## src/rtl/circuit_in_pack_pkg.sv

```systemverilog
// Shared definitions for the circuit operand packer: state encoding and the
// default operand/beat widths used by circuit, this block and its bench.
package circuit_in_pack_pkg;

    // FILL collects beats, PEND holds a complete operand awaiting out_ready
    typedef enum logic {
        FILL = 1'b0,
        PEND = 1'b1
    } pack_state_t;

    localparam int DEF_W  = 96;
    localparam int DEF_DW = 8;

endpackage

```

## src/rtl/circuit_in_pack.sv

```systemverilog
// Packs W/DW little-endian DW-bit beats into one W-bit operand and presents
// it on x with a one-cycle en strobe. Partial operands can be closed with
// flush (zero padded); out_ready low parks a complete operand in PEND.
module circuit_in_pack
    import circuit_in_pack_pkg::*;
#(
    parameter int W  = DEF_W,
    parameter int DW = DEF_DW
) (
    input  logic                         clk,
    input  logic                         rst,
    input  logic [DW-1:0]                in_data,
    input  logic                         in_valid,
    output logic                         in_ready,
    input  logic                         flush,
    input  logic                         out_ready,
    output logic [W-1:0]                 x,
    output logic                         en,
    output logic [$clog2(W/DW+1)-1:0]    cnt
);

    localparam int NB = W / DW;
    localparam int CW = $clog2(NB + 1);

    if ((W % DW) != 0) begin : g_w_chk
        $error("circuit_in_pack: W must be a multiple of DW");
    end

    pack_state_t     r_state;
    logic [CW-1:0]   r_cnt;
    logic [W-1:0]    r_acc;
    logic [W-1:0]    r_x;
    logic            r_en;

    logic            w_accept;
    logic [CW-1:0]   w_eff_cnt;
    logic [W-1:0]    w_acc_nxt;
    logic            w_complete;

    // Ready depends only on state and reset, never on in_valid
    assign in_ready  = rst && (r_state == FILL);
    assign w_accept  = in_valid && in_ready;
    assign w_eff_cnt = r_cnt + {{(CW-1){1'b0}}, w_accept};

    // Operand closes on the NB-th beat, or on flush with at least one beat
    // in it (counting a beat accepted in the same cycle)
    assign w_complete = (r_state == FILL) &&
                        ((w_eff_cnt == CW'(NB)) || (flush && (w_eff_cnt != '0)));

    // Accumulator with this cycle's beat merged into slot r_cnt
    always_comb begin
        w_acc_nxt = r_acc;
        for (int k = 0; k < NB; k++) begin
            if (w_accept && (r_cnt == CW'(k)))
                w_acc_nxt[k*DW +: DW] = in_data;
        end
    end

    // FSM, counter, accumulator and output register
    always_ff @(posedge clk) begin
        if (!rst) begin
            r_state <= FILL;
            r_cnt   <= '0;
            r_acc   <= '0;
            r_x     <= '0;
            r_en    <= 1'b0;
        end else begin
            r_en <= 1'b0;
            case (r_state)
                FILL: begin
                    if (w_complete && out_ready) begin
                        // Clearing the accumulator keeps later padding zero
                        r_x   <= w_acc_nxt;
                        r_en  <= 1'b1;
                        r_cnt <= '0;
                        r_acc <= '0;
                    end else if (w_complete) begin
                        r_state <= PEND;
                        r_acc   <= w_acc_nxt;
                        r_cnt   <= w_eff_cnt;
                    end else begin
                        r_acc <= w_acc_nxt;
                        r_cnt <= w_eff_cnt;
                    end
                end
                PEND: begin
                    if (out_ready) begin
                        r_x     <= r_acc;
                        r_en    <= 1'b1;
                        r_cnt   <= '0;
                        r_acc   <= '0;
                        r_state <= FILL;
                    end
                end
                default: r_state <= FILL;
            endcase
        end
    end

    assign x   = r_x;
    assign en  = r_en;
    assign cnt = r_cnt;

endmodule

```

## config.mk

```make
export PLATFORM = sky130hd
export DESIGN_NAME = circuit_in_pack
export DESIGN_NICKNAME = d
export VERILOG_FILES = /design/src/rtl/circuit_in_pack_pkg.sv /design/src/rtl/circuit_in_pack.sv
export SDC_FILE = /design/constraint.sdc
export NUM_CORES = 1
export LEC_CHECK = 0
export ABC_CLOCK_PERIOD_IN_PS = 4800
export BUFFER_PORTS_ARGS = -buffer_cell sky130_fd_sc_hd__buf_2
export CORE_MARGIN = 1.5
export CORE_UTILIZATION = 57
export DETAILED_ROUTE_END_ITERATION = 12
export HOLD_SLACK_MARGIN = 0.12
export PLACE_DENSITY = 0.79
export RECOVER_POWER = 50
export SLEW_MARGIN = 20
export SYNTH_ARGS = -nofsm -noshare
export SYNTH_HDL_FRONTEND = slang
export SYNTH_SLANG_ARGS = --single-unit
```

## constraint.sdc

```tcl
create_clock -name clk -period 4.8 [get_ports clk]
set_clock_uncertainty 0.1 [all_clocks]
set_input_delay 0.24 -clock clk [delete_from_list [all_inputs] [get_ports clk]]
set_output_delay 0.24 -clock clk [all_outputs]
set_load 0.02 [all_outputs]
```

# --- Word level (Yosys, flattened, before mapping) ---
# Index checks and enable logic that the tools add are counted.
# Widths: inputs -> output; s select.
totals:
  ff_bits: 198
  input_bits: 13
  elab_cells: 70
op_classes:
  addsub: 1
  n_eq_ne: 14
  mux: 28
  bitwise: 1
  n_reduce_logical: 21
ops:
  columns: ["op", "count"]
  rows:
  - ["$mux 96", 4]
  - ["$pmux 96 s2", 2]
  - ["$mux 8", 12]
  - ["$eq 4x4->1 const B", 5]
  - ["$logic_and 1x1->1", 17]
  - ["$eq 4x3->1 const B", 4]
  - ["$eq 4x2->1 const B", 2]
  - ["$mux 4", 2]
  - ["$pmux 4 s2", 1]
  - ["$mux 1", 5]
  - ["$add 4x1->4", 1]
  - ["$eq 4x1->1 const B", 1]
  - ["$logic_not 4->1", 1]
  - ["$pmux 1 s2", 2]
  - ["$reduce_bool 4->1", 1]
  - ["$ne 2x1->1 const B", 1]
  - ["$ne 2x2->1 const B", 1]
  - ["$reduce_and 2->1", 1]
  - ["$logic_or 1x1->1", 1]
  - ["$not 1->1", 1]

# --- Logic depth before layout (Yosys ltp) ---
# Gate-level depths: netlist of the first run.
logic_depth:
  depth_word: 11
  depth_mapped: 15

# --- Worst setup path after synthesis of the first run ---
# OpenSTA, ideal clock, no wires.
synth_timing:
  path_type: "register to register"
  start: "reg r_state"
  end: "reg r_x[46] (netlist: x[46])"
  setup_ps: 116
  arrival_ps: 3260
  required_ps: 4584
  setup_slack_ps: 1323
  path_stages_with_launch: 16
  synth_period_minus_slack_ps: 3477
  cell_sequence: "dfxtp_1 -> buf_2 -> clkbuf_1 -> nor2b_1 -> clkbuf_1 -> and2_1 -> ha_1 -> ha_1 -> xor2_1 -> o31ai_2 -> a211oi_2 -> or2_1 -> buf_2 -> buf_6 -> buf_4 -> o211a_1"
synth_between:
  elab_chain_len: 11
synth_lines:
  columns: ["item", "line_no", "text"]
  rows:
  - ["start: declaration", "circuit_in_pack.sv:29", "pack_state_t r_state;"]
  - ["start signal: assignment", "circuit_in_pack.sv:62", "r_state <= FILL;"]
  - ["start signal: assignment", "circuit_in_pack.sv:78", "r_state <= PEND;"]
  - ["start signal: assignment", "circuit_in_pack.sv:92", "r_state <= FILL;"]
  - ["$not 1->1 *", null, null]
  - ["$logic_and 1x1->1 *", "circuit_in_pack.sv:41", "assign in_ready = rst && (r_state == FILL);"]
  - ["named net in_ready", "circuit_in_pack.sv:14", "output logic in_ready,"]
  - ["$logic_and 1x1->1 *", "circuit_in_pack.sv:42", "assign w_accept = in_valid && in_ready;"]
  - ["$add 4x1->4", "circuit_in_pack.sv:43", "assign w_eff_cnt = r_cnt + {{(CW-1){1'b0}}, w_accept};"]
  - ["$reduce_bool 4->1", "circuit_in_pack.sv:48", "((w_eff_cnt == CW'(NB)) || (flush && (w_eff_cnt != '0)));"]
  - ["$logic_and 1x1->1", "circuit_in_pack.sv:48", null]
  - ["$logic_or 1x1->1", "circuit_in_pack.sv:48", null]
  - ["$logic_and 1x1->1", "circuit_in_pack.sv:47", "assign w_complete = (r_state == FILL) &&"]
  - ["$logic_and 1x1->1", "circuit_in_pack.sv:71", "if (w_complete && out_ready) begin"]
  - ["$ne 2x1->1 (no line)", null, null]
  - ["$reduce_and 2->1 (no line)", null, null]
  - ["end signal: assignment", "circuit_in_pack.sv:73", "r_x <= w_acc_nxt;"]
  - ["end signal: assignment", "circuit_in_pack.sv:88", "r_x <= r_acc;"]
  - ["end: declaration", "circuit_in_pack.sv:32", "logic [W-1:0] r_x;"]
# The timed path passes the listed nets; every way through them passes the cells marked *. The select of a mux whose other input is x is not followed.
# A chain may end at the register's enable or synchronous reset.

# --- Final worst setup path of the first run ---
layout_timing:
  start: "reg r_state"
  end: "reg r_x[17] (netlist: x[17])"
layout_between:
  elab_chain_len: 11
layout_lines:
  columns: ["item", "line_no"]
  rows:
  - ["$not 1->1", null]
  - ["$logic_and 1x1->1", "circuit_in_pack.sv:41"]
  - ["$logic_and 1x1->1", "circuit_in_pack.sv:42"]
  - ["$add 4x1->4", "circuit_in_pack.sv:43"]
  - ["$reduce_bool 4->1", "circuit_in_pack.sv:48"]
  - ["$logic_and 1x1->1", "circuit_in_pack.sv:48"]
  - ["$logic_or 1x1->1", "circuit_in_pack.sv:48"]
  - ["$logic_and 1x1->1", "circuit_in_pack.sv:47"]
  - ["$logic_and 1x1->1", "circuit_in_pack.sv:71"]
  - ["$ne 2x1->1 (no line)", null]
  - ["$reduce_and 2->1 (no line)", null]
# Parallel ways exist; a longest one is shown, timed or not. The select of a mux whose other input is x is not followed.

==> impl_results.md, run 1 <==
- Die area: about 0.016 sq mm
- Buf/Inv on CP: 2
- # clock sinks: 198
- Global-route wire length before repair: ~33 mm
- Initial DRC count: 694
- Number of antenna cells inserted: 0
- Data arrival time of the critical path: 4.18 ns
- Top area cells in the synthesized netlist: sky130_fd_sc_hd__dfxtp_1, sky130_fd_sc_hd__o211a_1, sky130_fd_sc_hd__mux2i_1, sky130_fd_sc_hd__a22oi_1, sky130_fd_sc_hd__o21ai_0
- Final period util: 0.813
- Routed wire length: 20.4 mm
- Endpoint of the worst register-to-register path: x[17]
- Number of flops mapped to enable cells by yosys: 0
- Syn Area/Cell: 9.83 sq um
- Half-perimeter wire length after placement: between 10 and 15 mm
- Count of boundary I/O pins: approximately 120
- Area of the core region: 0.0146 sq mm
- Clock latency at the later pin of the worst-skew pair: roughly 0.44 ns
- Average detailed-routed wire length per instance: 18.3 um
- Sequential fraction of the synthesis area: 0.463
- Global route overflow: 0
- GRT Util Overall: 0.260
- CP max-delay cell: sky130_fd_sc_hd__or2_1
- Worst Reg2Reg Path Length in Cells: 11
- Worst Max-Slew Pin Slew: 1.04 ns
- DRC violations left: 0
- Clock tree from TritonCTS: yes
- Nets: 937
- Number of library cell types mapped by synthesis: 49
- Layout Area Growth over Synthesis: 11.1%
- Delay-heaviest family, CP: simple AND/OR/NAND/NOR gates
- Most frequent cells after synthesis: sky130_fd_sc_hd__dfxtp_1, sky130_fd_sc_hd__o211a_1, sky130_fd_sc_hd__nor2_1, sky130_fd_sc_hd__o21ai_0, sky130_fd_sc_hd__a22oi_1
- Number of synthesized register bits: 198
- Final setup TNS: 0 ns
- Number of standard cells after synthesis: 870
- Unrepaired setup endpoints after global routing: false
- Static leakage power: 4.27 nW
- Final hold violation count: 0
- Capturing element of the worst setup path: x[17]
- Synthesized Nets: 885
- Largest net degree at the start of global routing: 103
- Dominant cell type by area after synthesis: sky130_fd_sc_hd__dfxtp_1
- Most common cell in the netlist: sky130_fd_sc_hd__dfxtp_1
- Proportion of netlist area held by the largest area contributor: 0.463
- Placed Area: around 0.009 sq mm
- Total CTS buffers: 17
- Worst-case register-to-register setup slack: between 0.8 and 0.9 ns
- Worst endpoint required time: 5.08 ns
- Number of max-cap violations: 0
- Endpoint class of the critical path: flip-flop
- Clock transition at the registers of the reported paths: 0.07 ns
- Worst rel slew slack: 0.307
- Cell area after synthesis: about 0.0086 sq mm
- Count of buffers from port buffering: around 110
- R2r startpoint: r_state
- Stages on the worst setup path: 11
- CP max FO: 34
- Number of H-tree levels: 4
- Initial core utilization: 0.586
- Fraction of layout cells with a size suffix above 1: 0.0814
- Die span in y: 126 um
- Weighted congestion at the end of routability-driven global placement: 0.855
- Number of warnings issued by yosys: 0
- Launching element type of the critical path: flip-flop
- Most frequent cell on the critical path: sky130_fd_sc_hd__ha_1
- Type of the tightest min-delay check: in -> reg
- Horizontal die dimension: 126 um
- Highest clock frequency the design can meet: 256 MHz
- CTS Root Buffer Type: sky130_fd_sc_hd__clkbuf_16
- Placement Rows: 44
- Status: finished clean
- Worst IR Drop VDD: 0.000279 V
- Router iterations before antenna repair: 5
- Most used flip-flop cell after synthesis: sky130_fd_sc_hd__dfxtp_1
- Longest individual stage delay on the worst path: roughly 0.8 ns
- Post-DRT Antenna Nets: 0
- Post-layout minimum cycle time: 3.90 ns
- Initial antenna violation count: 0
- Vias per cell: 6.25
- Finished layout cell area: 0.00950 sq mm
- Post-CTS Repair Setup Buffers: 0
- Ordered cell list for the critical path: nor2b_1 > clkbuf_1 > and2_0 > ha_1 > ha_1 > xor2_1 > o31ai_1 > a211oi_4 > or2_1 > buf_4 > o211a_1
- Via count of the routed design: 6992
- Vias in the first global route: 6411
- Share of flip-flops with an asynchronous set or reset: 0
- Maximum root-to-sink buffer count: 2
- Total count of max-transition violations in the final report: 0
- Critical path class: reg -> reg
- Source of the critical timing path: r_state
- Total power per unit cell area: ~380 mW/mm^2
- Count of endpoints failing setup in the final report: 0
## worst reg2reg max path, cell delays in order, from the launching register on
cell	delay, ns
sky130_fd_sc_hd__dfxtp_1	0.32
sky130_fd_sc_hd__nor2b_1	0.12
sky130_fd_sc_hd__clkbuf_1	0.43
sky130_fd_sc_hd__and2_0	0.21
sky130_fd_sc_hd__ha_1	0.20
sky130_fd_sc_hd__ha_1	0.21
sky130_fd_sc_hd__xor2_1	0.26
sky130_fd_sc_hd__o31ai_1	0.20
sky130_fd_sc_hd__a211oi_4	0.29
sky130_fd_sc_hd__or2_1	0.82
sky130_fd_sc_hd__buf_4	0.49
sky130_fd_sc_hd__o211a_1	0.21
## where the power goes
part	internal, mW	leakage [nW]	switching, mW
Combinational	0.106	2.37	0.238
Clock	0.899	0.299	0.624
Sequential	1.70	1.60	0.0323
Total	2.70	4.27	0.894
## logic make-up (layout without fill, tap and decap cells)
family | count (synthesis) | after routing | synth area share
AOI/OAI and AO/OA | 313 | 313 | 0.281
xor gates and xnor gates | 3 | 3 | 0.00395
adders and majority gates | 2 | 2 | 0.00292
buffers and inverters | 106 | 170 | 0.0641
DFF | 198 | 198 | 0.463
muxes | 58 | 58 | 0.0679
and+or+nand+nor | 190 | 190 | 0.117
## worst min path at each step
| stage | start | endpoint | slack, ns | cells after the start |
|---|---|---|---|---|
| 2_1_floorplan | out_ready | cnt[2] | 0.24 | 1 |
| 6_report | in_data[4] | r_acc[20] | 0.17 | 3 |
| 5_1_grt | in_data[4] | r_acc[52] | 0.18 | 3 |
| 3_5_place_dp | r_acc[3] | r_acc[3] | 0.37 | 2 |
| 4_1_cts | in_data[4] | r_acc[20] | 0.16 | 3 |
| 3_3_place_gp | r_acc[20] | r_acc[20] | 0.35 | 2 |
## per-layer routing
metal | wire length [um] | track usage
met4 | 523 | 0.102
met2 | 9260 | 0.399
met3 | 1300 | 0.0535
met1 | 9350 | 0.360
met5 | 0 | 0
## layout make-up
class	instances	area [sq um]
flip-flops and latches	198	3960
multi-input cells	566	4060
inverters	8	30.0
clock buffers	20	457
well taps	184	230
fillers	1246	5090
clock inverters	11	174
repair buffers	131	587
## registers in the layout, indices dropped and copies added, names as in the netlist
name     flops
cnt          4
r_state      1
x           96
r_acc       96
en           1
## cells in the final DEF, fill, tap and decap left out, types with 2 or more instances in the layout
cell type / Yosys / layout
sky130_fd_sc_hd__nor3_4: 2 / 2
sky130_fd_sc_hd__nor4_2: 2 / 3
sky130_fd_sc_hd__o211ai_1: 12 / 12
sky130_fd_sc_hd__o221ai_1: 21 / 21
sky130_fd_sc_hd__clkbuf_1: 46 / 104
sky130_fd_sc_hd__nor3_2: 2 / 2
sky130_fd_sc_hd__a21boi_0: 2 / 2
sky130_fd_sc_hd__o22ai_1: 31 / 31
sky130_fd_sc_hd__clkbuf_16: 0 / 17
sky130_fd_sc_hd__o21ai_0: 71 / 71
sky130_fd_sc_hd__a21oi_1: 2 / 2
sky130_fd_sc_hd__nand3_1: 9 / 9
sky130_fd_sc_hd__dlygate4sd3_1: 0 / 2
sky130_fd_sc_hd__clkinv_4: 0 / 2
sky130_fd_sc_hd__a22oi_1: 69 / 69
sky130_fd_sc_hd__o211a_1: 97 / 97
sky130_fd_sc_hd__nand4b_4: 2 / 2
sky130_fd_sc_hd__mux2i_1: 58 / 58
sky130_fd_sc_hd__nand2b_1: 2 / 2
sky130_fd_sc_hd__inv_1: 8 / 8
sky130_fd_sc_hd__nor2b_1: 4 / 4
sky130_fd_sc_hd__and2_1: 5 / 3
sky130_fd_sc_hd__or3_1: 4 / 4
sky130_fd_sc_hd__clkbuf_8: 0 / 2
sky130_fd_sc_hd__nor2_1: 88 / 88
sky130_fd_sc_hd__buf_4: 12 / 14
sky130_fd_sc_hd__o21ai_1: 2 / 2
sky130_fd_sc_hd__buf_2: 29 / 11
sky130_fd_sc_hd__or4_1: 4 / 4
sky130_fd_sc_hd__nor4_4: 4 / 4
sky130_fd_sc_hd__xor2_1: 2 / 2
sky130_fd_sc_hd__bufinv_16: 0 / 4
sky130_fd_sc_hd__dfxtp_1: 198 / 198
sky130_fd_sc_hd__nand2_1: 51 / 51
sky130_fd_sc_hd__nand3b_1: 3 / 3
sky130_fd_sc_hd__ha_1: 2 / 2
sky130_fd_sc_hd__clkinvlp_4: 0 / 3
## metrics by stage
stage          instances   util  hold slack (ns)  setup slack (ns)  power [mW]
6_report            1118  0.651            0.173             0.897        3.60
5_1_grt             1118  0.651            0.176             0.641        3.71
4_1_cts             1118  0.661            0.162              1.32        3.62
3_5_place_dp        1085  0.616            0.365              1.27        2.12
3_3_place_gp        1085  0.616            0.347              1.34        2.12
2_1_floorplan        870      -            0.242              1.32        2.01
## what timing repair did
action / 4_1_cts / 5_1_grt
endpoints found under the hold margin: 3 / 0
resized for setup: 0 / 0
hold buffers: 2 / 0
(Power assumes the default switching activity.)
==> run 2: changes to the inputs <==
Settings changed: ABC_CLOCK_PERIOD_IN_PS 4800 to 3300, CORE_UTILIZATION 57 to 52, PLACE_DENSITY 0.79 to 0.76.
Clock period 4.8 ns to 3.3 ns, I/O delays scaled along.
==> run 2 against run 1 <==
Compared with the run above:
- sequential power up 45%
- largest cell class unchanged
- clock-buffer cell count down 1
- core utilization shrank 5.2 points
- wire length rose by 2.0%
==> impl_results.md, run 2 (synthesis results as in run 1) <==
- Count of cells resized by post-cts repair: 0
- Launching element type of the critical path: flip-flop
- Data arrival time of the critical path: 3.13 ns
- Global-route wire length before repair: 34.0 mm
- CTS Root Buffer Type: sky130_fd_sc_hd__clkbuf_16
- Met1 demand-to-capacity share in global routing: 0.337
- Worst rel slew slack: 0.433
- Unrepaired setup endpoints after global routing: false
- Post-DRT Antenna Nets: 0
- Horizontal die dimension: 131 um
- Router iterations before antenna repair: 5
- Static leakage power: roughly 4.3 nW
- Worst endpoint required time: 3.53 ns
- Count of endpoints failing setup in the final report: 0
- Clock tree from TritonCTS: yes
- Post-layout minimum cycle time: a little under 3 ns
- Total power per unit cell area: 522 mW/mm^2
- Net switching power of the design: about 1.4 mW
- Weighted congestion at the end of routability-driven global placement: 0.912
- Endpoint class of the critical path: flip-flop
- Worst Max-Slew Pin Slew: 0.850 ns
- Count of boundary I/O pins: ~120
- Clock transition at the registers of the reported paths: 0.07 ns
- Largest net degree at the start of global routing: 84
- Routed wire length: around 21 mm
- Number of H-tree levels: 4
- Total CTS buffers: 17
- Layout Area Growth over Synthesis: 12.1%
- Average detailed-routed wire length per instance: ~18 um
- Commonest cells after routing, fill and taps aside: sky130_fd_sc_hd__dfxtp_1, sky130_fd_sc_hd__clkbuf_1, sky130_fd_sc_hd__o211a_1
- Most frequent standard cell in the layout excluding fill and tap cells: sky130_fd_sc_hd__dfxtp_1
- # clock sinks: 198
- Sequential share of power: 0.501
- Status: finished clean
- Maximum root-to-sink buffer count: 2
- Logic gate share of total power: 0.104
- Total count of max-transition violations in the final report: 0
- Final period util: 0.879
- Vias in the first global route: 6514
- Global route overflow: 0
- Global routing met2 resource utilization: 0.372
- Number of antenna cells inserted: 0
- Worst IR Drop VDD: 0.000431 V
- Fraction of layout cells with a size suffix above 1: 0.0938
- Via count of the routed design: 6937
- GRT Util Overall: 0.244
- Die span in y: 131 um
- CP max FO: between 50 and 60
- Met3 routing resource usage after global routing: 0.0606
- Type of the tightest min-delay check: in -> reg
- Initial antenna violation count: 0
- Vias per cell: 5.95
- Internal power of the cells: 3.64 mW
- Most used routing layer in global routing: met2
- DRC violations left: 0
- Placement Rows: 46
- Worst-case register-to-register setup slack: 0.40 ns
- Number of max-cap violations: 0
- Nets: 951
- Fill cell count: roughly 1.4k
- Final cell count without fillers: 1165
- Half-perimeter wire length after placement: approximately 13 mm
- Count of buffers from port buffering: 114
- Highest clock frequency the design can meet: roughly 340 MHz
- Final setup TNS: 0 ns
- Initial core utilization: 0.535
- Number of hold buffers added after CTS: 7
- Die area: 0.0172 sq mm
- Clock latency at the later pin of the worst-skew pair: 0.44 ns
- Initial DRC count: 620
- Sw Share: 0.273
- Placed instance count: 1126
- Critical path class: reg -> reg
- Final hold violation count: 0
- Area of the core region: 0.0160 sq mm
- Post-CTS Repair Setup Buffers: 0
- Proportion of power drawn by the clock network: 0.394
## run 2: changes by cell type in the layout (fill, tap and decap cells not counted), moves of 2 or more
cell,change
sky130_fd_sc_hd__inv_6,+2
sky130_fd_sc_hd__buf_4,+7
sky130_fd_sc_hd__inv_8,+3
sky130_fd_sc_hd__buf_2,+2
sky130_fd_sc_hd__clkinv_4,+2
sky130_fd_sc_hd__dlygate4sd3_1,+5
sky130_fd_sc_hd__bufinv_16,-4
## run 2: final cells by class
cell class                 count  area [sq um]  share of cell area
multi-input combinational    566          4070               0.424
sequential                   198          3960               0.413
timing repair buffer         145           701              0.0731
clock buffer                  19           443              0.0462
tap                          216           270              0.0282
clock inverter                13           115              0.0120
inverter                       8          30.0             0.00313
## run 2: worst paths after layout
check / cells after the start / end / start
max reg2reg: 10 / x[89] / r_state
min reg2reg: 2 / r_acc[20] / r_acc[20]
min: 3 / r_acc[57] / in_data[1]
max: 10 / x[89] / r_state
## run 2: metrics by stage
| step | total power, mW | hold slack [ns] | utilization | setup slack (ns) | instance area [sq um] |
|---|---|---|---|---|---|
| after floorplan | 2.93 | 0.167 | - | 0.0215 | 8560 |
| after global placement | 3.09 | 0.303 | 0.568 | 0.475 | 9090 |
| after detailed placement | 3.10 | 0.300 | 0.568 | 0.395 | 9090 |
| after CTS | 5.06 | 0.122 | 0.608 | 0.417 | 9720 |
| after global routing | 5.20 | 0.163 | 0.599 | 0.166 | 9590 |
| final | 5.00 | 0.162 | 0.599 | 0.401 | 9590 |
## run 2: power groups by stage
stage | sequential [mW] | combinational (mW) | clock, mW
floorplan | 2.65 | 0.284 | 0
global placement | 2.56 | 0.528 | 0
detailed placement | 2.56 | 0.537 | 0
CTS | 2.50 | 0.544 | 2.01
global route | 2.52 | 0.564 | 2.12
finish | 2.51 | 0.523 | 1.97
## run 2: worst max-delay path: stages, from the launching register on
cell                       delay [ns]
sky130_fd_sc_hd__dfxtp_1         0.34
sky130_fd_sc_hd__nor2b_1         0.06
sky130_fd_sc_hd__and2_0          0.16
sky130_fd_sc_hd__ha_1            0.21
sky130_fd_sc_hd__ha_1            0.22
sky130_fd_sc_hd__xor2_1          0.19
sky130_fd_sc_hd__o31ai_2         0.43
sky130_fd_sc_hd__a211oi_4        0.13
sky130_fd_sc_hd__or2_2           0.32
sky130_fd_sc_hd__buf_4           0.31
sky130_fd_sc_hd__o211a_1         0.29
## run 2: per-layer routing
layer	up-vias	share of wire	routed length (um)
li1	3376	-	-
met1	3350	0.47	9840
met2	186	0.45	9440
met3	25	0.059	1230
met4	0	0.015	318
met5	-	0	0
==> run 3: changes to the inputs <==
==> constraint.sdc (replaced) <==
create_clock -name clk -period 3.3 [get_ports clk]
set_clock_uncertainty 0.1 [all_clocks]
set_input_delay 0.66 -clock clk [delete_from_list [all_inputs] [get_ports clk]]
set_output_delay 0.66 -clock clk [all_outputs]
set_load 0.02 [all_outputs]
==> run 3 against run 2 <==
Compared with the run above:
- clock-buffer cell count down 1
- register-to-register slack better by 0.04 ns
- non-clock buffer count rose by 13
- sequential cell count did not move
- wire length grew 2.2%
- sequential share of layout area is 0.85 points lower
- setup slack lost 0.047 ns
- fmax fell by 1.6%
- critical path type is now in -> reg
- largest cell class unchanged
==> impl_results.md, run 3 (synthesis results as in run 1) <==
- Die span in y: 131 um
- Final period util: 0.893
- Static leakage power: approximately 4.4 nW
- Final setup TNS: 0 ns
- Clock tree from TritonCTS: yes
- Area of the core region: 0.0160 sq mm
- Most frequent cell on the critical path: sky130_fd_sc_hd__ha_1
- Largest net degree at the start of global routing: 78
- Sum of routed wire segments on met1: 9.65 mm
- Detail Route met2 WL: roughly 10 mm
- Nets: 964
- R2r startpoint: r_state
- Half-perimeter wire length after placement: about 14 mm
- Endpoint class of the critical path: flip-flop
- Fraction of layout cells with a size suffix above 1: 0.111
- CTS Root Buffer Type: sky130_fd_sc_hd__clkbuf_16
- Unrepaired setup endpoints after global routing: false
- CP max FO: 62
- Final hold violation count: 0
- Global route overflow: 0
- Number of hold buffers added after CTS: 0
- Number of antenna cells inserted: 0
- CP max-delay cell: sky130_fd_sc_hd__o31ai_2
- Vias in the first global route: 6622
- Longest individual stage delay on the worst path: 0.43 ns
- Vias per cell: roughly 6
- Ordered cell list for the critical path: clkbuf_1 > nor2b_1 > and2_0 > ha_1 > ha_1 > xor2_1 > o31ai_2 > a211oi_4 > or2_2 > buf_12 > o211a_1
- GRT Util Overall: 0.248
- Status: finished clean
- Pwr Total: 5.03 mW
- Launching element type of the critical path: input pin
- Commonest cells after routing, fill and taps aside: sky130_fd_sc_hd__dfxtp_1, sky130_fd_sc_hd__clkbuf_1, sky130_fd_sc_hd__o211a_1
- Capturing element of the worst setup path: x[69]
- Worst IR Drop VDD: 0.000376 V
- Count of boundary I/O pins: about 120
- Fill cell count: about 1.4k
- Type of the tightest min-delay check: in -> reg
- Die area: between 0.015 and 0.02 sq mm
- Initial core utilization: 0.535
- Top layer used by detailed routing: met4
- Count of cells resized by post-cts repair: 0
- Worst-case register-to-register setup slack: 0.44 ns
- Most frequent standard cell in the layout excluding fill and tap cells: sky130_fd_sc_hd__dfxtp_1
- Routed wire length: 21.3 mm
- Initial antenna violation count: 0
- Total power per unit cell area: 514 mW/mm^2
- Via count of the routed design: 7118
- Worst rel slew slack: 0.437
- Count of endpoints failing setup in the final report: 0
- DRC violations left: 0
- Post-CTS Repair Setup Buffers: 0
- Placed Area: 0.00938 sq mm
- Final cell count without fillers: 1176
- Worst Max-Slew Pin Slew: 0.845 ns
- Source of the critical timing path: rst
- Endpoint of the worst register-to-register path: x[69]
- Total CTS buffers: 17
- Average detailed-routed wire length per instance: 18.1 um
- Router iterations before antenna repair: 6
- Worst endpoint required time: 3.53 ns
- Placement Rows: 46
- Number of max-cap violations: 0
- Worst Reg2Reg Path Length in Cells: 10
- Placed instance count: 1146
- Layout Area Growth over Synthesis: 14.4%
- Post-DRT Antenna Nets: 0
- Number of H-tree levels: 4
- Post-layout minimum cycle time: roughly 2.9 ns
- Global-route wire length before repair: 34.5 mm
- Weighted congestion at the end of routability-driven global placement: 0.903
- Horizontal die dimension: 131 um
- Met3 wirelength from detailed routing: 1.34 mm
- Clock transition at the registers of the reported paths: around 0.070 ns
- Finished layout cell area: slightly below 0.01 sq mm
- Total count of max-transition violations in the final report: 0
- Initial DRC count: 690
- Maximum root-to-sink buffer count: 2
- Data arrival time of the critical path: 3.18 ns
- Critical path class: in -> reg
- Count of buffers from port buffering: 114
- Highest clock frequency the design can meet: 339 MHz
- # clock sinks: between 150 and 200
- Clock latency at the later pin of the worst-skew pair: between 0.4 and 0.5 ns
-- run 3: final cells by class --
class,instances,area (sq um),area share
flip-flops and latches,198,3960,0.405
clock inverters,12,119,0.0121
multi-input cells,566,4070,0.415
clock buffers,18,439,0.0449
inverters,8,30.0,0.00307
repair buffers,158,902,0.0922
well taps,216,270,0.0276
-- run 3: worst max-delay path: cells and delay by family --
| kind | cells | cell delay (ns) |
|---|---|---|
| simple gates | 3 | 0.70 |
| fa+ha+maj | 2 | 0.44 |
| buf+inv | 2 | 0.29 |
| xor+xnor | 1 | 0.19 |
| compound gates | 3 | 0.83 |
-- run 3: power breakdown --
part | internal [mW] | switching (mW) | total (mW)
combinational | 0.173 | 0.365 | 0.539
sequential | 2.47 | 0.0395 | 2.51
clock | 1.06 | 0.921 | 1.99
total | 3.71 | 1.33 | 5.03
-- run 3: worst min path at each step --
stage / from / end / slack (ns) / cells past startpoint
finish: out_ready / cnt[2] / 0.34 / 2
CTS: out_ready / cnt[2] / 0.33 / 2
floorplan: r_acc[20] / r_acc[20] / 0.34 / 2
global placement: r_acc[20] / r_acc[20] / 0.35 / 2
global route: out_ready / cnt[2] / 0.36 / 2
detailed placement: r_acc[20] / r_acc[20] / 0.37 / 2
-- run 3: stage by stage --
step	hold slack, ns	utilization	setup WS, ns
5_1_grt	0.359	0.612	0.213
3_3_place_gp	0.352	0.586	0.123
2_1_floorplan	0.335	-	0.0316
6_report	0.344	0.612	0.353
3_5_place_dp	0.367	0.586	0.0360
4_1_cts	0.329	0.621	0.506
-- run 3: layer usage --
layer	GRT usage	up-vias
met5	0	-
met2	0.394	233
met3	0.0598	26
li1	-	3396
met4	0.0821	0
met1	0.331	3463
